--- src/rtl/wb_arbiter_pkg.sv ---
// Writeback arbiter shared types and constants.
// Requester indices, FSM states and slot layout.
package wb_arbiter_pkg;

  localparam int NREQ_DEF = 3;

  localparam int WB_ALU = 0;
  localparam int WB_LSU = 1;
  localparam int WB_BR  = 2;

  typedef enum logic [1:0] {
    ST_RUN,
    ST_DRAIN,
    ST_DRAINED
  } wb_state_t;

  typedef struct packed {
    logic [4:0]  rd;
    logic [31:0] data;
    logic [3:0]  tag;
  } wb_slot_t;

  // rd=0 falls off the low end, so x0 never unlocks
  function automatic logic [31:1] rel_onehot(
    input logic [4:0] rd
  );
    logic [31:0] m;
    m = 32'd1 << rd;
    return m[31:1];
  endfunction

endpackage

--- src/rtl/wb_arbiter_if.sv ---
// Writeback bus: requester side, drain control
// and register-bank commit port.
interface wb_arbiter_if #(
  parameter int NREQ = 3
);

  logic [NREQ-1:0]       req_valid;
  logic [NREQ-1:0]       req_ready;
  logic [NREQ-1:0][4:0]  req_rd;
  logic [NREQ-1:0][31:0] req_data;
  logic [NREQ-1:0][3:0]  req_tag;

  logic        drain_req;
  logic        drained;

  logic        rf_we;
  logic [4:0]  rf_addr;
  logic [31:0] rf_data;
  logic [3:0]  rf_tag;
  logic [31:1] release_mask;
  logic [1:0]  grant_id;
  logic        commit_valid;

  modport master (
    output req_valid,
    output req_rd,
    output req_data,
    output req_tag,
    output drain_req,
    input  req_ready,
    input  drained,
    input  rf_we,
    input  rf_addr,
    input  rf_data,
    input  rf_tag,
    input  release_mask,
    input  grant_id,
    input  commit_valid
  );

  modport slave (
    input  req_valid,
    input  req_rd,
    input  req_data,
    input  req_tag,
    input  drain_req,
    output req_ready,
    output drained,
    output rf_we,
    output rf_addr,
    output rf_data,
    output rf_tag,
    output release_mask,
    output grant_id,
    output commit_valid
  );

endinterface

--- src/rtl/wb_arbiter_rr.sv ---
// Combinational round-robin picker: first set
// request at or after ptr_i, wrapping to 0.
module rr_arbiter #(
  parameter  int N  = 3,
  localparam int IW = (N > 1) ? $clog2(N) : 1
) (
  input  logic [N-1:0]  req_i,
  input  logic [IW-1:0] ptr_i,
  output logic [N-1:0]  gnt_o,
  output logic [IW-1:0] idx_o,
  output logic          any_o
);

  int j;

  always_comb begin
    gnt_o = '0;
    idx_o = '0;
    any_o = 1'b0;
    j     = 0;
    for (int k = 0; k < N; k++) begin
      j = int'(ptr_i) + k;
      if (j >= N) j = j - N;
      if (!any_o && req_i[j]) begin
        any_o    = 1'b1;
        idx_o    = IW'(j);
        gnt_o[j] = 1'b1;
      end
    end
  end

endmodule

--- src/rtl/wb_arbiter.sv ---
// Writeback arbiter: one holding slot per unit,
// round-robin commit to the register bank.
module wb_arbiter
  import wb_arbiter_pkg::*;
#(
  parameter int NREQ = NREQ_DEF
) (
  input logic         clk,
  input logic         reset,
  wb_arbiter_if.slave bus
);

  localparam int IW = (NREQ > 1) ? $clog2(NREQ) : 1;

  wb_state_t       state_q;
  logic [NREQ-1:0] full_q;
  wb_slot_t        slot_q [NREQ];
  logic [IW-1:0]   rr_ptr_q;
  logic [IW-1:0]   rr_ptr_d;

  logic        commit_q;
  logic        we_q;
  logic [4:0]  addr_q;
  logic [31:0] data_q;
  logic [3:0]  tag_q;
  logic [31:1] mask_q;
  logic [1:0]  gid_q;

  logic [NREQ-1:0] gnt;
  logic [IW-1:0]   gidx;
  logic            gany;
  logic [NREQ-1:0] ready;
  wb_slot_t        win;

  rr_arbiter #(
    .N (NREQ)
  ) u_rr (
    .req_i (full_q),
    .ptr_i (rr_ptr_q),
    .gnt_o (gnt),
    .idx_o (gidx),
    .any_o (gany)
  );

  // a slot granted this cycle may be refilled at the same edge
  assign ready = (state_q == ST_RUN) ?
                 (~full_q | gnt) : '0;

  assign rr_ptr_d = (gidx == IW'(NREQ - 1)) ?
                    '0 : gidx + IW'(1);

  always_comb begin
    win = '0;
    for (int i = 0; i < NREQ; i++) begin
      if (gnt[i]) win = slot_q[i];
    end
  end

  always_ff @(posedge clk or negedge reset) begin
    if (!reset) begin
      state_q  <= ST_RUN;
      full_q   <= '0;
      rr_ptr_q <= '0;
      commit_q <= 1'b0;
      we_q     <= 1'b0;
      addr_q   <= '0;
      data_q   <= '0;
      tag_q    <= '0;
      mask_q   <= '0;
      gid_q    <= '0;
      for (int i = 0; i < NREQ; i++) begin
        slot_q[i] <= '0;
      end
    end else begin
      for (int i = 0; i < NREQ; i++) begin
        if (ready[i] && bus.req_valid[i]) begin
          full_q[i]      <= 1'b1;
          slot_q[i].rd   <= bus.req_rd[i];
          slot_q[i].data <= bus.req_data[i];
          slot_q[i].tag  <= bus.req_tag[i];
        end else if (gnt[i]) begin
          full_q[i] <= 1'b0;
        end
      end

      if (gany) rr_ptr_q <= rr_ptr_d;

      commit_q <= gany;
      we_q     <= gany && (win.rd != 5'd0);
      mask_q   <= gany ? rel_onehot(win.rd) : '0;
      if (gany) begin
        gid_q  <= 2'(gidx);
        addr_q <= win.rd;
        data_q <= win.data;
        tag_q  <= win.tag;
      end

      unique case (state_q)
        ST_RUN: begin
          if (bus.drain_req) state_q <= ST_DRAIN;
        end
        ST_DRAIN: begin
          if (full_q == '0) state_q <= ST_DRAINED;
        end
        ST_DRAINED: begin
          if (!bus.drain_req) state_q <= ST_RUN;
        end
        default: state_q <= ST_RUN;
      endcase
    end
  end

  assign bus.req_ready    = ready;
  assign bus.drained      = (state_q == ST_DRAINED);
  assign bus.commit_valid = commit_q;
  assign bus.rf_we        = we_q;
  assign bus.rf_addr      = addr_q;
  assign bus.rf_data      = data_q;
  assign bus.rf_tag       = tag_q;
  assign bus.release_mask = mask_q;
  assign bus.grant_id     = gid_q;

endmodule

--- src/flat_wrapper.sv ---
// flat-port wrapper written by rule: the top's interface ports become plain ports
module wb_arbiter_flat import wb_arbiter_pkg::*;
#(
  parameter int NREQ = NREQ_DEF
)
  (clk, reset, bus_req_valid, bus_req_rd, bus_req_data, bus_req_tag, bus_drain_req, bus_req_ready, bus_drained, bus_rf_we, bus_rf_addr, bus_rf_data, bus_rf_tag, bus_release_mask, bus_grant_id, bus_commit_valid);
  wb_arbiter_if #(.NREQ(NREQ)) bus_i ();
  input logic clk;
  input logic reset;
  input wire logic [$bits(bus_i.req_valid)-1:0] bus_req_valid;
  input wire logic [$bits(bus_i.req_rd)-1:0] bus_req_rd;
  input wire logic [$bits(bus_i.req_data)-1:0] bus_req_data;
  input wire logic [$bits(bus_i.req_tag)-1:0] bus_req_tag;
  input wire logic [$bits(bus_i.drain_req)-1:0] bus_drain_req;
  output wire logic [$bits(bus_i.req_ready)-1:0] bus_req_ready;
  output wire logic [$bits(bus_i.drained)-1:0] bus_drained;
  output wire logic [$bits(bus_i.rf_we)-1:0] bus_rf_we;
  output wire logic [$bits(bus_i.rf_addr)-1:0] bus_rf_addr;
  output wire logic [$bits(bus_i.rf_data)-1:0] bus_rf_data;
  output wire logic [$bits(bus_i.rf_tag)-1:0] bus_rf_tag;
  output wire logic [$bits(bus_i.release_mask)-1:0] bus_release_mask;
  output wire logic [$bits(bus_i.grant_id)-1:0] bus_grant_id;
  output wire logic [$bits(bus_i.commit_valid)-1:0] bus_commit_valid;
  assign bus_i.req_valid = bus_req_valid;
  assign bus_i.req_rd = bus_req_rd;
  assign bus_i.req_data = bus_req_data;
  assign bus_i.req_tag = bus_req_tag;
  assign bus_i.drain_req = bus_drain_req;
  assign bus_req_ready = bus_i.req_ready;
  assign bus_drained = bus_i.drained;
  assign bus_rf_we = bus_i.rf_we;
  assign bus_rf_addr = bus_i.rf_addr;
  assign bus_rf_data = bus_i.rf_data;
  assign bus_rf_tag = bus_i.rf_tag;
  assign bus_release_mask = bus_i.release_mask;
  assign bus_grant_id = bus_i.grant_id;
  assign bus_commit_valid = bus_i.commit_valid;
  wb_arbiter #(.NREQ(NREQ)) u_core (.clk(clk), .reset(reset), .bus(bus_i));
endmodule
--- config.mk ---
export PLATFORM = sky130hd
export DESIGN_NAME = wb_arbiter_flat
export DESIGN_NICKNAME = d
export VERILOG_FILES = /design/src/rtl/wb_arbiter_pkg.sv /design/src/rtl/wb_arbiter_if.sv /design/src/rtl/wb_arbiter_rr.sv /design/src/rtl/wb_arbiter.sv /design/src/flat_wrapper.sv
export SDC_FILE = /design/constraint.sdc
export NUM_CORES = 1
export LEC_CHECK = 0
export ABC_AREA = 1
export CORE_MARGIN = 2
export CORE_UTILIZATION = 52
export DETAILED_ROUTE_END_ITERATION = 16
export PLACE_DENSITY = 0.83
export SLEW_MARGIN = 20
export SYNTH_ARGS = -nofsm -noshare
export SYNTH_HDL_FRONTEND = slang
export SYNTH_SLANG_ARGS = --single-unit
--- constraint.sdc ---
create_clock -name clk -period 3.6 [get_ports clk]
set_input_delay 0.36 -clock clk [delete_from_list [all_inputs] [get_ports clk]]
set_output_delay 0.36 -clock clk [all_outputs]
set_load 0.03 [all_outputs]
==> flow_summary.toml, run 1 <==
[logic_synthesis]
ys_seq_elements = 206
synth_area_per_cell_sq_um = 8.83
netlist_instances = 1000
ys_seq_area_share_pct = 58.4
synth.distinct_cells = 33
synth_warnings = 0
synth_area_sq_mm = 0.00883
syn_nets = 1133

[timing]
setup_tns_ns = 0
skew_ns = 0.0112
rsz0062_at_grt = "yes"
hold_viol = 0
fin_crit_sh_pct = 97.1
fin_ws_ns = 0.106
slew_viol_final = 0
min_period_ns = 3.49
setup_viol = 0
relSlewSlack_pct = 44.1
fmax_mhz = 286
tightest_slew_ns = 0.839

[place]
gp_congestion = 0.905
dp.cells = 1384
postPlaceCellArea_sq_mm = 0.0110
post-place-ws_ns = 0.243
dp_hpwl_microns = 15700
port_buffers = 208

[clock_network]
cts_tree = "yes"
clockBufferDepth = 3
clock_sinks = 206
clock_latency_ns = 0.50
post_cts_buffers = 0
cts-root-buf = "clkbuf_16"
cts_buffers = 21
clk_pin_slew_ns = 0.06
cts.htree.levels = 1

[setup_path]
critPathRequiredTime_ns = 3.24
end_kind = "output port"
crit_path_max_fanout = 24
criticalPathCategory = "register to output port"
setup.worst_path.start = "u_core.rr_ptr_q[0]"
reg2reg_slack_ns = 0.35
cp-start-kind = "register"
cp.arrival_ns = 3.13
rr_startpoint = "u_core.rr_ptr_q[0]"

[routing]
first_iter_violations = 629
via_per_inst = 5.42
drtAntennaViolNets = 0
dr.pass1.iters = 8
vias = 7717
wl_met2_microns = 11700
drc = 0
wl_met3_microns = 1950
routed.top_layer = "met4"
met1Wirelength_microns = 9320
wl_per_cell_microns = 16.8
drt_wl_total_microns = 23900

[floorplan]
die_y_microns = 134
ios = 209
dieArea_sq_mm = 0.0180
coreArea_sq_mm = 0.0166
rows = 47
start_util_pct = 53.2
chipWidth_microns = 134

[worst_hold_path]
holdCritPathClass = "primary input to register"
min_from = "bus_req_valid[2]"

[pwr]
powerDensity_mw_per_mm2 = 1170
ir_worst_vdd_mv = 0.690
p_leak_uw = 0.00564

[grt]
grt-ovfl-total = 0
track_usage_pct = 26.4
grt_pass1_vias = 7482
antenna_found_initial = 1
grt_max_degree = 116
grt_pass1_wl_microns = 37900

[cells_and_area]
num-nets-final = 1321
drive_above_1_share_pct = 7.32
syn_to_final_growth_pct = 32.9
fill_cells = 1284
final_common_cell = "nand2_1"
final_cell_mix = "290 x nand2_1, 206 x dfrtp_1, 203 x clkdlybuf4s50_1, 108 x nor2_1, 102 x nand3_1"
stdcell_count = 1424
fin_area_sq_mm = 0.0117

[flow_run]
cap_violations = 0

[outcome]
status = "completed"
[where the power goes]
group	internal, uW	leakage [uW]	switching [uW]
registers	3390	0.00255	502
clock network	1310	0.000352	881
logic	2410	0.00274	5230
[metrics by stage]
step                utilization [%]  hold WS (ns)  power (uW)
floorplan                         -        0.0644        9310
global placement               66.3         0.326       11100
detailed placement             66.3         0.328       11400
CTS                            70.6         0.350       13700
global route                   70.7         0.378       14700
finish                         70.8         0.351       13700
[flip-flops by register name (all words and copies together) (netlist names), 2 cells and up]
| register | flops |
|---|---|
| u_core.slot_q | 123 |
| u_core.full_q | 3 |
| u_core.bus.release_mask | 31 |
| u_core.rr_ptr_q | 2 |
| u_core.bus.rf_addr | 5 |
| u_core.bus.grant_id | 2 |
| u_core.bus.rf_data | 32 |
| u_core.bus.rf_tag | 4 |
| u_core.state_q | 2 |
[kinds of logic (layout without fill, tap and decap cells)]
group	Yosys count	count (layout)	synth area share, %
AO/OA/AOI/OAI	128	128	8.58
adder cells (fa/ha/maj)	4	4	0.567
buffers and inverters	120	322	6.11
flip-flops	206	206	58.4
multiplexers	5	5	0.638
other	0	2	0
AND/OR/NAND/NOR	537	537	25.7
[synth_stat cells, drive strengths merged]
cell type | count | area share (%)
nand3 | 103 | 6.0
nand4 | 13 | 0.99
nor2 | 109 | 4.7
a21oi | 85 | 5.0
inv | 64 | 2.8
nor3 | 6 | 0.40
or2 | 3 | 0.21
o31ai | 1 | 0.085
nand2 | 303 | 13
o211a | 1 | 0.11
o21ai | 5 | 0.33
ha | 4 | 0.57
mux2 | 5 | 0.64
buf | 33 | 2.4
dfrtp | 206 | 58
o211ai | 36 | 3.1
clkbuf | 23 | 0.98
[final timing paths]
check                      cells after the start                          end
max                                           12             bus_req_ready[1]
min                                            3             u_core.full_q[2]
max reg2reg                                   13  u_core.bus.release_mask[10]
min reg2reg                                    2            u_core.slot_q[32]
max in group asynchronous                      3           u_core.slot_q[116]
min in group asynchronous                      2        u_core.bus.rf_data[4]
[what timing repair did]
item                       CTS  global route
gates resized for setup      0             4
setup endpoints to repair    0            12
hold buffers                 1             0
hold endpoints to repair    46             0
[cell type report]
type                    instances  area, sq um  share of cell area, %
flip-flops and latches        206         5150                   43.9
multi-input cells             674         3150                   26.8
clock inverters                 7         66.3                  0.565
clock buffers                  30          639                   5.45
repair buffers                221         2200                   18.7
inverters                      64          248                   2.11
well taps                     220          275                   2.35
diodes                          2         5.00                 0.0427
[critical path, cell delays in order (launching register included)]
cell,delay [ns]
dfrtp_1,0.38
inv_1,0.09
ha_1,0.42
inv_2,0.14
nand3_1,0.08
nand2_1,0.18
nand4_1,0.29
nand2_8,0.29
inv_4,0.10
nand2_1,0.09
nand2_1,0.09
inv_4,0.26
buf_4,0.23
[layer usage]
layer	up-vias	global-route usage [%]
met5	-	0
met3	64	4.57
met2	405	44.0
met1	3646	34.6
li1	3602	-
met4	0	10.2
(Power assumes the default switching activity.)
==> run 2: changes to the inputs <==
ABC_CLOCK_PERIOD_IN_PS = 3600   (was unset)
==> results of run 2 <==
No change in the layout: final DEF, timing and power equal those of run 1.
